--- config.mk ---
export PLATFORM = sky130hd
export DESIGN_NAME = load_store_unit
export DESIGN_NICKNAME = d
export VERILOG_FILES = /design/src/rtl/load_store_unit.sv
export SDC_FILE = /design/constraint.sdc
export NUM_CORES = 1
export LEC_CHECK = 0
export BUFFER_PORTS_ARGS = -buffer_cell sky130_fd_sc_hd__buf_2
export CAP_MARGIN = 40
export CORE_UTILIZATION = 52
export DETAILED_ROUTE_END_ITERATION = 10
export GPL_TIMING_DRIVEN = 0
export PLACE_DENSITY = 0.85
export SYNTH_ARGS = -nofsm -noshare
export SYNTH_HDL_FRONTEND = slang
export SYNTH_SLANG_ARGS = --single-unit
--- constraint.sdc ---
create_clock -name clk -period 3.52 [get_ports clk]
set_input_delay 0.352 -clock clk [delete_from_list [all_inputs] [get_ports clk]]
set_output_delay 0.352 -clock clk [all_outputs]
set_load 0.02 [all_outputs]
--- src/rtl/load_store_unit.sv ---
// Data-memory initiator: one load/store per handshake, alignment/range checks,
// lane steering for stores and extraction/extension of load data.
module load_store_unit #(
  parameter int ADDR_WIDTH = 32,
  parameter int DATA_WIDTH = 32,
  parameter int MEM_SIZE   = 1024
) (
  input  logic                  clk,
  input  logic                  rst_n,
  input  logic                  req_valid,
  output logic                  req_ready,
  input  logic                  req_we,
  input  logic [2:0]            req_funct3,
  input  logic [ADDR_WIDTH-1:0] req_addr,
  input  logic [DATA_WIDTH-1:0] req_wdata,
  output logic                  resp_valid,
  input  logic                  resp_ready,
  output logic [DATA_WIDTH-1:0] resp_rdata,
  output logic                  resp_misaligned,
  output logic                  resp_fault,
  output logic [ADDR_WIDTH-1:0] mem_addr,
  output logic [DATA_WIDTH-1:0] mem_wdata,
  output logic                  mem_we,
  output logic [3:0]            mem_be,
  input  logic [DATA_WIDTH-1:0] mem_rdata
);
  localparam logic [2:0] F3_B  = 3'b000;
  localparam logic [2:0] F3_H  = 3'b001;
  localparam logic [2:0] F3_BU = 3'b100;
  localparam logic [2:0] F3_HU = 3'b101;
  localparam longint unsigned BYTE_LIMIT = longint'(MEM_SIZE) * 4;

  typedef enum logic [1:0] {IDLE, ACCESS, RESP} state_t;

  state_t     state;
  logic       op_we;
  logic [2:0] op_funct3;
  logic [1:0] op_off;

  logic [1:0]            req_off;
  logic [ADDR_WIDTH-1:0] req_aligned;
  logic                  err_illegal;
  logic                  err_misaligned;
  logic                  err_range;

  function automatic logic funct3_legal(input logic we, input logic [2:0] f3);
    if (we) return (f3[2] == 1'b0) && (f3[1:0] != 2'b11);
    return (f3[1:0] != 2'b11) && !(f3[2] && f3[1]);
  endfunction

  function automatic logic is_misaligned(input logic [2:0] f3, input logic [1:0] off);
    return ((f3[1:0] == 2'b01) && off[0]) || ((f3[1:0] == 2'b10) && (off != 2'b00));
  endfunction

  function automatic logic [3:0] lane_enables(input logic [2:0] f3, input logic [1:0] off);
    case (f3[1:0])
      2'b00:   return 4'b0001 << off;
      2'b01:   return 4'b0011 << off;
      default: return 4'b1111;
    endcase
  endfunction

  function automatic logic [31:0] replicate(input logic [2:0] f3, input logic [31:0] wd);
    case (f3[1:0])
      2'b00:   return {4{wd[7:0]}};
      2'b01:   return {2{wd[15:0]}};
      default: return wd;
    endcase
  endfunction

  function automatic logic [31:0] extend_load(input logic [2:0] f3, input logic [1:0] off,
                                              input logic [31:0] rdata);
    logic [31:0]        shifted;
    logic signed [7:0]  b8;
    logic signed [15:0] h16;
    shifted = rdata >> {off, 3'b000};
    b8      = shifted[7:0];
    h16     = shifted[15:0];
    case (f3)
      F3_B:    return 32'(b8);
      F3_H:    return 32'(h16);
      F3_BU:   return {24'd0, shifted[7:0]};
      F3_HU:   return {16'd0, shifted[15:0]};
      default: return shifted;
    endcase
  endfunction

  assign req_off     = req_addr[1:0];
  assign req_aligned = {req_addr[ADDR_WIDTH-1:2], 2'b00};
  assign req_ready   = (state == IDLE);

  // Error flags are mutually exclusive: illegal width beats misalignment beats range.
  assign err_illegal    = !funct3_legal(req_we, req_funct3);
  assign err_misaligned = !err_illegal && is_misaligned(req_funct3, req_off);
  assign err_range      = !err_illegal && !err_misaligned && (64'(req_aligned) >= BYTE_LIMIT);

  always_ff @(posedge clk or negedge rst_n) begin
    if (!rst_n) begin
      state           <= IDLE;
      op_we           <= 1'b0;
      op_funct3       <= '0;
      op_off          <= '0;
      resp_valid      <= 1'b0;
      resp_rdata      <= '0;
      resp_misaligned <= 1'b0;
      resp_fault      <= 1'b0;
      mem_addr        <= '0;
      mem_wdata       <= '0;
      mem_we          <= 1'b0;
      mem_be          <= 4'b0000;
    end else begin
      case (state)
        IDLE: begin
          if (req_valid) begin
            op_we     <= req_we;
            op_funct3 <= req_funct3;
            op_off    <= req_off;
            if (err_illegal || err_misaligned || err_range) begin
              state           <= RESP;
              resp_valid      <= 1'b1;
              resp_rdata      <= '0;
              resp_misaligned <= err_misaligned;
              resp_fault      <= err_illegal || err_range;
            end else begin
              state    <= ACCESS;
              mem_addr <= req_aligned;
              mem_be   <= lane_enables(req_funct3, req_off);
              mem_we   <= req_we;
              if (req_we) mem_wdata <= replicate(req_funct3, req_wdata);
            end
          end
        end
        // Memory read data is sampled at the edge that closes ACCESS.
        ACCESS: begin
          state           <= RESP;
          mem_we          <= 1'b0;
          mem_be          <= 4'b0000;
          resp_valid      <= 1'b1;
          resp_rdata      <= op_we ? '0 : extend_load(op_funct3, op_off, mem_rdata);
          resp_misaligned <= 1'b0;
          resp_fault      <= 1'b0;
        end
        RESP: begin
          if (resp_ready) begin
            state      <= IDLE;
            resp_valid <= 1'b0;
          end
        end
        default: state <= IDLE;
      endcase
    end
  end
endmodule

# Word level (Yosys, flattened, before mapping)
# Cells that the tools add are included.
[classes]
n_bitwise = 2
n_reduce_logical = 28
n_mux = 30
magnitude_cmp = 1
eq_ne = 12
shifts = 3
[ops]
columns = ["operator", "n"]
rows = [
  ["32-bit one-hot mux with 2 select lines", 2],
  ["32-bit one-hot mux with 4 select lines", 1],
  ["32-bit 2-to-1 mux", 3],
  ["32-bit by 13-bit >= comparator with 1-bit output (second input constant)", 1],
  ["32-bit by 5-bit right shift with 32-bit output", 1],
  ["4-bit one-hot mux with 2 select lines", 2],
  ["1-bit 2-to-1 mux", 12],
  ["3-bit AND reduction", 3],
  ["1-bit logical AND", 8],
  ["4-bit 2-to-1 mux", 2],
  ["2-bit inequality test (second input constant)", 4],
  ["4-bit AND reduction", 2],
  ["3-bit equality test (second input constant)", 2],
  ["2-bit 2-to-1 mux", 3],
  ["1-bit one-hot mux with 2 select lines", 3],
  ["2-bit one-hot mux with 3 select lines", 1],
  ["2-bit by 1-bit equality test with 1-bit output (second input constant)", 2],
  ["2-bit equality test (second input constant)", 2],
  ["2-bit logical NOT", 2],
  ["1-bit logical OR", 4],
  ["2-bit AND reduction", 2],
  ["2-bit nonzero test", 2],
  ["1-bit by 2-bit left shift with 4-bit output (first input constant)", 1],
  ["2-bit by 2-bit left shift with 4-bit output (first input constant)", 1],
  ["7 further kinds", 10],
]
[totals]
wordCells = 88
in_bits = 104
ff_bits = 110

# Logic depth before layout (Yosys ltp)
# Gate-level depths: netlist of run 1.
[depth]
depth_word = 12
ltp_mapped = 7
mapped_depth_nobuf = 4

# Worst setup path after synthesis of run 1
# Ideal clock, no wire load.
[synth_timing]
kind = "input to register"
from = "input port req_addr[15]"
to = "register mem_addr[10]"
cell_stages = 5
t_required_ns = 3.393
arrival_time_ns = 2.004
setup_ns = 0.127
slack_ns = 1.388
cell_sequence = "nor4_1 nand4_2 nor4b_4 buf_6 mux2_1"
[synth_via]
elab_chain_len = 5
[synth_lines]
columns = ["item", "line_no", "source"]
rows = [
  ["start, declared", "14", "input logic [ADDR_WIDTH-1:0] req_addr,"],
  ["32-bit by 13-bit >= comparator with 1-bit output", "95", "assign err_range = !err_illegal && !err_misaligned && (64'(req_aligned) >= BYTE_LIMIT);"],
  ["1-bit logical AND", "95", ""],
  ["1-bit logical OR", "118", "if (err_illegal || err_misaligned || err_range) begin"],
  ["1-bit NOT (no line)", "-", ""],
  ["3-bit AND reduction (no line)", "-", ""],
  ["end signal, assigned", "126", "mem_addr <= req_aligned;"],
  ["end, declared", "21", "output logic [ADDR_WIDTH-1:0] mem_addr,"],
]
# Every way passes these cells.
# A chain may end at the register's enable or synchronous reset.

# Worst setup path after layout of run 1
[layout_timing]
from = "register state[0]"
to = "register mem_addr[9]"
[layout_via]
elab_chain_len = 2
[layout_lines]
columns = ["item", "line_no", "source"]
rows = [
  ["start, declared", "35", "state_t state;"],
  ["start signal, assigned", "99", "state <= IDLE;"],
  ["start signal, assigned", "119", "state <= RESP;"],
  ["start signal, assigned", "125", "state <= ACCESS;"],
  ["2-bit logical NOT", "112", "case (state)"],
  ["3-bit AND reduction (no line)", "-", ""],
]
# Every way passes these cells.

==> summary.md, run 1 <==
| Metric | Value |
|---|---|
| Register-to-register path setup slack | 1.12 ns |
| Synthesized instance count | 406 |
| Deepest level of the CTS H-tree | 3 |
| Filler-free cell count of the finished design | 763 |
| Final number of hold-violating endpoints | 0 |
| Starting density of the core | 53.36% |
| Worst hold path cell count | 2 |
| Fraction of post-synthesis cell area in the top cell type by area | 53.27% |
| Overall routing resource usage | 25.96% |
| Total congestion overflow | 0 |
| Maximum fanout count along the critical path | 10 |
| Number of placed I/O pins | between 200 and 250 |
| Crit path cell chain | buf_6, nor3b_2, nor4b_4, buf_6, mux2_1 |
| Inserted Clock Buffers | 9 |
| Syn-to-layout area delta | 27.36% |
| Result of the run | finished, final reports clean |
| Maximum buffer depth of the clock tree | 2 |
| Asr flop ratio synth | 100.0% |
| Transition time of the tightest slew-check pin | 0.9140 ns |
| Lkg Pwr | 0.003632 µW |
| DRC viols | 0 |
| TritonCTS clock tree | done |
| Average via count per standard cell | about 5.5 |
| Global-route wire length before repair | 20430 µm |
| Peak supply drop | ~210 µV |
| Die Width | 101.7 µm |
| Clock Skew | 0.01115 ns |
| Placed Area | ~6400 µm² |
| Max-capacitance violation count | 0 |
| DR WL met2 | 6782 µm |
| CTS resizes | 0 |
| Design area | roughly 6600 µm² |
| End of the worst register-to-register path | mem_addr[9] |
| Unique cell type count in the Yosys netlist | 45 |
| Final-report setup violation count | 0 |
| Synth Cell Area | 5167 µm² |
| Slew HR | 38.50% |
| Ys flop type | sky130_fd_sc_hd__dfrtp_1 |
| Slowest library cell on the worst path | sky130_fd_sc_hd__nor4b_4 |
| Worst skew pair latency | around 0.37 ns |
| End point of the most critical hold path | mem_addr[11] |
| Clock net sink count | between 100 and 150 |
| Initial antenna violation count | 1 |
| Post-Route Hold Slack | 0.1853 ns |
| Depth of the worst register-to-register path | 5 |
| Antenna-violating nets left | 0 |
| Most frequent cells after synthesis | sky130_fd_sc_hd__dfrtp_1, sky130_fd_sc_hd__mux2_2, sky130_fd_sc_hd__nand2_1 |
| Number of enable flip-flop cells after synthesis | 0 |
| Achievable clock frequency | 415.9 MHz |
| Root buffer cell | sky130_fd_sc_hd__clkbuf_8 |
| DR top layer | met4 |
| Met1 layer wirelength in the final routing | 5413 µm |
| Final-stage net count | 728 |
| Cell type with the largest total area after synthesis | sky130_fd_sc_hd__dfrtp_1 |
| 1st-iter DRT viols | 105 |
| Global placer's final weighted congestion | 0.8406 |
| Number of placement rows | 36 |
| Via count of the routed design | 4164 |
| Reg2Reg Launch Point | state[0] |
| Worst Min Path Start | req_addr[11] |
| Largest stage delay on the critical path | 0.70 ns |
| CP arrival | 2.67 ns |
| Critical path endpoint category | flip-flop |
| Total negative slack for setup checks | 0 ns |
| Instance count after placement with tap cells included | between 700 and 800 |
| Post-synthesis sequential area ratio | roughly 53% |
| Startpoint kind of the worst setup timing path | flip-flop |
| Synth Area per Inst | 12.73 µm² |
| Number of global-route vias before repair | 4128 |
| Port-buffer cells | 204 |
| Post-synthesis sequential element count | 110 |
| Most common cell in the synthesized netlist | sky130_fd_sc_hd__dfrtp_1 |
| Library cell appearing most often on the critical path | sky130_fd_sc_hd__buf_6 |
| Count of yosys warnings during synthesis | 0 |
| Post-CTS clock slew at the launch and capture registers of the worst setup and hold paths | around 0.11 ns |
| Start-to-end type of the worst setup path | flip-flop to flip-flop |
| Core area | 9684 µm² |
| Initial DRT Pass Iterations | 5 |
| Final critical delay including setup and external delays | 2.405 ns |
| CP required | 3.78 ns |
| Power density relative to cell area | 378.1 nW/µm² |
| Metal3 WL | 974 µm |
| Unrepaired setup endpoints after global routing | false |
| Final Cycle Share | 68.31% |
| Detailed Place HPWL | roughly 10000 µm |
| Final-report max-slew violation count | 0 |
| Fraction of final layout cells sized beyond drive strength 1 | 51.51% |
| Wire length per cell | 17.55 µm |
| Die Area | 10340 µm² |
| Largest net degree at the start of global routing | 69 |
| Largest cells by area after synthesis | sky130_fd_sc_hd__dfrtp_1, sky130_fd_sc_hd__mux2_2, sky130_fd_sc_hd__mux2i_1 |
| Classification of the worst-slack hold path | input pin to flip-flop |
| Die Ht | 101.7 µm |
| Total Wirelength | 13390 µm |
==> area by class of cell <==
type,instances,area (µm²)
Inverter,6,22.52
Antenna cell,1,2.502
Buffer,29,171.4
Clock inverter,7,56.30
Tap cell,133,166.4
Sequential cell,110,2753
Clock buffer,9,123.9
Timing Repair Buffer,206,1061
Fill cell,733,3103
Multi-Input combinational cell,262,2225
==> per-layer routing <==
metal,vias up,GRT usage [%]
met1,2046,31.05
met3,22,7.660
met4,0,8.584
met2,165,44.80
met5,-,0
li1,1931,-
==> worst max path at each step <==
stage | depth (start not counted) | startpoint | end
6_report | 5 | state[0] | mem_addr[9]
5_1_grt | 5 | state[0] | mem_addr[8]
4_1_cts | 5 | state[0] | mem_addr[9]
3_5_place_dp | 6 | req_addr[15] | mem_addr[9]
3_3_place_gp | 6 | req_addr[15] | mem_addr[8]
2_1_floorplan | 5 | req_addr[15] | mem_addr[10]
==> cells in the final DEF, fill, tap and decap left out, types with 6 or more instances in the layout <==
| cell | netlist | final |
|---|---|---|
| sky130_fd_sc_hd__a221o_2 | 9 | 9 |
| sky130_fd_sc_hd__nor4_1 | 6 | 6 |
| sky130_fd_sc_hd__a21oi_1 | 9 | 9 |
| sky130_fd_sc_hd__mux2i_1 | 25 | 25 |
| sky130_fd_sc_hd__nor2_1 | 9 | 9 |
| sky130_fd_sc_hd__buf_4 | 6 | 7 |
| sky130_fd_sc_hd__nor2b_1 | 23 | 23 |
| sky130_fd_sc_hd__nand2_1 | 26 | 26 |
| sky130_fd_sc_hd__inv_1 | 6 | 6 |
| sky130_fd_sc_hd__a221o_1 | 7 | 7 |
| sky130_fd_sc_hd__buf_2 | 8 | 211 |
| sky130_fd_sc_hd__a22o_1 | 10 | 10 |
| sky130_fd_sc_hd__o2bb2ai_1 | 18 | 18 |
| sky130_fd_sc_hd__o21ai_0 | 18 | 18 |
| sky130_fd_sc_hd__clkbuf_1 | 6 | 6 |
| sky130_fd_sc_hd__mux2_2 | 66 | 66 |
| sky130_fd_sc_hd__clkbuf_8 | 0 | 9 |
| sky130_fd_sc_hd__dfrtp_1 | 110 | 110 |
==> cell families (layout without fill, tap and decap cells) <==
| kind of cell | Yosys count | in the layout | share of synthesized area [%] |
|---|---|---|---|
| simple gates | 79 | 79 | 9.056 |
| buf+inv | 35 | 257 | 3.753 |
| compound gates | 83 | 83 | 12.93 |
| other cells | 1 | 3 | 0.07257 |
| xor+xnor | 1 | 1 | 0.1695 |
| mux | 97 | 97 | 20.75 |
| flops | 110 | 110 | 53.27 |
==> metrics by stage <==
stage | util [%] | power, µW | setup slack [ns]
floorplan | - | 1613 | 1.388
global placement | 65.66 | 1777 | 0.9186
detailed placement | 65.97 | 1797 | 0.8862
CTS | 67.93 | 2504 | 1.140
global route | 67.93 | 2594 | 0.9937
finish | 67.96 | 2488 | 1.115
==> report_power, final <==
group | internal [µW] | switching [µW] | total [µW]
Combinational | 201 | 266 | 467
Clock | 268 | 448 | 716
Sequential | 1290 | 19.2 | 1310
Total | 1760 | 733 | 2490
==> worst max-delay path, delay by kind of cell, from the launching register on <==
family | cells | cell delay [ns]
buffers and inverters | 2 | 0.38
flip-flops | 1 | 0.39
AND/OR/NAND/NOR | 2 | 1.19
multiplexers | 1 | 0.34
==> registers in the layout, summed over array words and instances, names as in the netlist <==
| register | flops |
|---|---|
| mem_wdata | 32 |
| resp_rdata | 32 |
| mem_addr | 30 |
| mem_be | 4 |
| op_funct3 | 3 |
| op_off | 2 |
| state | 2 |
| mem_we | 1 |
| op_we | 1 |
| resp_fault | 1 |
| resp_misaligned | 1 |
| resp_valid | 1 |
==> timing repair <==
action	4_1_cts	5_1_grt
buffers inserted	0	0
hold buffers	1	0
endpoints found under the hold margin	42	0
(Power assumes the default switching activity.)
==> run 2, diff against run 1 <==
--- a/config.mk
+++ b/config.mk
@@ -7,10 +7,10 @@
 export LEC_CHECK = 0
 export BUFFER_PORTS_ARGS = -buffer_cell sky130_fd_sc_hd__buf_2
 export CAP_MARGIN = 40
-export CORE_UTILIZATION = 52
+export CORE_UTILIZATION = 44
 export DETAILED_ROUTE_END_ITERATION = 10
 export GPL_TIMING_DRIVEN = 0
-export PLACE_DENSITY = 0.85
+export PLACE_DENSITY = 0.77
 export SYNTH_ARGS = -nofsm -noshare
 export SYNTH_HDL_FRONTEND = slang
 export SYNTH_SLANG_ARGS = --single-unit
==> constraint.sdc (replaced) <==
create_clock -name clk -period 2.2 [get_ports clk]
set_input_delay 0.22 -clock clk [delete_from_list [all_inputs] [get_ports clk]]
set_output_delay 0.22 -clock clk [all_outputs]
set_load 0.02 [all_outputs]
==> summary.md, run 2 (same netlist as run 1, synthesis figures left out) <==
| Metric | Value |
|---|---|
| Met3 routing resource usage after global routing | 6.290% |
| Wire length per cell | 17.43 µm |
| Die Ht | 110.4 µm |
| Number of global-route vias before repair | 4127 |
| Commonest cells after routing, fill and taps aside | sky130_fd_sc_hd__buf_2, sky130_fd_sc_hd__dfrtp_1, sky130_fd_sc_hd__mux2_2 |
| Port-buffer cells | 204 |
| Reg2Reg Launch Point | state[1] |
| Final number of hold-violating endpoints | 0 |
| Worst Min Path Start | resp_ready |
| Critical path endpoint category | flip-flop |
| End of the worst register-to-register path | resp_rdata[19] |
| Post-Route Hold Slack | 0.06841 ns |
| Met1 usage in global routing | about 28% |
| Fraction of final layout cells sized beyond drive strength 1 | 52.88% |
| Die Width | 110.4 µm |
| Via count of the routed design | 4223 |
| Switching power share of the total | around 29% |
| Inserted Clock Buffers | 9 |
| DRC viols | 0 |
| Average via count per standard cell | 5.373 |
| Global placer's final weighted congestion | 0.8380 |
| Layout filler cell count | 980 |
| Result of the run | finished, final reports clean |
| Number of placement rows | 39 |
| TritonCTS clock tree | done |
| Lkg Pwr | roughly 0.0038 µW |
| Max-capacitance violation count | 0 |
| Largest net degree at the start of global routing | 70 |
| Peak supply drop | 627.4 µV |
| Total congestion overflow | 0 |
| Initial DRT Pass Iterations | 4 |
| Most frequent standard cell in the layout excluding fill and tap cells | sky130_fd_sc_hd__buf_2 |
| Startpoint kind of the worst setup timing path | flip-flop |
| Global-route wire length before repair | slightly above 20000 µm |
| Ant. Diodes | 0 |
| Start-to-end type of the worst setup path | flip-flop to flip-flop |
| Antenna-violating nets left | 0 |
| Classification of the worst-slack hold path | input pin to flip-flop |
| Deepest level of the CTS H-tree | 3 |
| Instance count after placement with tap cells included | 755 |
| Sequential fraction of design power | 47.0% |
| Clock Skew | approximately 0.0066 ns |
| Core area | around 11000 µm² |
| End point of the most critical hold path | state[1] |
| Root buffer cell | sky130_fd_sc_hd__clkbuf_16 |
| Die Area | ~12000 µm² |
| Detailed Place HPWL | 10170 µm |
| Clock net sink count | 110 |
| Maximum fanout count along the critical path | 9 |
| Most used routing layer in global routing | met2 |
| Depth of the worst register-to-register path | 6 |
| Power density relative to cell area | 653.1 nW/µm² |
| Transition time of the tightest slew-check pin | 0.9339 ns |
| Final critical delay including setup and external delays | between 2 and 2.5 ns |
| Largest registers | mem_wdata x32, resp_rdata x32, mem_addr x30 |
| Slew HR | 37.17% |
| Filler-free cell count of the finished design | slightly below 800 |
| CP required | 2.49 ns |
| 1st-iter DRT viols | around 140 |
| Achievable clock frequency | 485.4 MHz |
| Maximum buffer depth of the clock tree | 2 |
| Int Pwr | 3184 µW |
| Post-CTS clock slew at the launch and capture registers of the worst setup and hold paths | ~0.070 ns |
| CP arrival | 2.35 ns |
| Total Wirelength | between 10000 and 15000 µm |
| Net switching power of the design | 1273 µW |
| Syn-to-layout area delta | 32.08% |
| Worst hold path cell count | 2 |
| Starting density of the core | 45.26% |
| Portion of total power attributed to combinational logic | 17.2% |
| Worst skew pair latency | 0.35 ns |
| Register-to-register path setup slack | 0.14 ns |
| Number of placed I/O pins | 209 |
| Final-report max-slew violation count | 0 |
| Overall routing resource usage | 22.68% |
| Global-route met2 utilization | 37.00% |
| Final-report setup violation count | 0 |
| Clock share of power | a little over a third |
| Unrepaired setup endpoints after global routing | false |
| Initial antenna violation count | 0 |
| Final Cycle Share | around 94% |
| Final-stage net count | 742 |
-- run 2: power groups by stage --
stage,sequential (µW),combinational [µW],clock (µW)
final,2090,766,1600
after detailed placement,2130,749,0
after global placement,2130,722,0
after CTS,2090,762,1630
after global routing,2100,840,1700
after floorplan,2140,445,0
-- run 2: through the flow --
stage	TNS [ns]	setup slack, ns	cell area (µm²)	total power (µW)	utilization [%]
after floorplan	0	0.1990	5171	2580	-
after global placement	-47.09	-0.2923	6371	2849	55.80
after detailed placement	-19.31	-0.3205	6401	2878	56.06
after CTS	0	0.0009093	6744	4485	59.06
after global routing	0	0.05373	6825	4638	59.77
final	0	0.1400	6825	4457	59.77
-- run 2: routing by layer --
layer / wire [µm] / vias to the layer above / share of wire [%]
met5: 0 / - / 0
met4: 280 / 0 / 2.0
met3: 1073 / 19 / 7.8
met2: 6635 / 163 / 48
met1: 5709 / 2087 / 42
li1: - / 1954 / -
-- run 2: layout make-up --
| class | count | area (µm²) | area share (%) |
|---|---|---|---|
| multi-input combinational | 262 | 2243 | 32.87 |
| buffer | 29 | 172.7 | 2.530 |
| clock inverter | 7 | 63.81 | 0.9349 |
| sequential | 110 | 2753 | 40.33 |
| tap | 143 | 178.9 | 2.621 |
| clock buffer | 9 | 225.2 | 3.300 |
| inverter | 6 | 22.52 | 0.3300 |
| timing repair buffer | 220 | 1166 | 17.09 |
-- run 2: worst max-delay path: stages, from the launching register on --
cell	delay, ns
sky130_fd_sc_hd__dfrtp_1	0.47
sky130_fd_sc_hd__or3b_1	0.42
sky130_fd_sc_hd__buf_6	0.15
sky130_fd_sc_hd__or3_1	0.36
sky130_fd_sc_hd__a211oi_4	0.29
sky130_fd_sc_hd__buf_4	0.20
sky130_fd_sc_hd__a221o_1	0.11
-- run 2: worst max-delay path by stage --
stage | start | endpoint | slack [ns]
5_1_grt | state[1] | resp_rdata[19] | 0.05
3_3_place_gp | rst_n | mem_wdata[18] | -0.29
6_report | state[1] | resp_rdata[19] | 0.14
4_1_cts | state[1] | resp_rdata[24] | 0.0009
2_1_floorplan | state[0] | mem_addr[10] | 0.20
3_5_place_dp | req_addr[15] | mem_addr[9] | -0.32
-- run 2: timing repair --
action | CTS | global route
pin swaps | 3 | 3
hold buffers | 1 | 0
resized for setup | 2 | 2
endpoints found under the setup margin | 42 | 34
buffers inserted | 4 | 10
endpoints found under the hold margin | 41 | 0
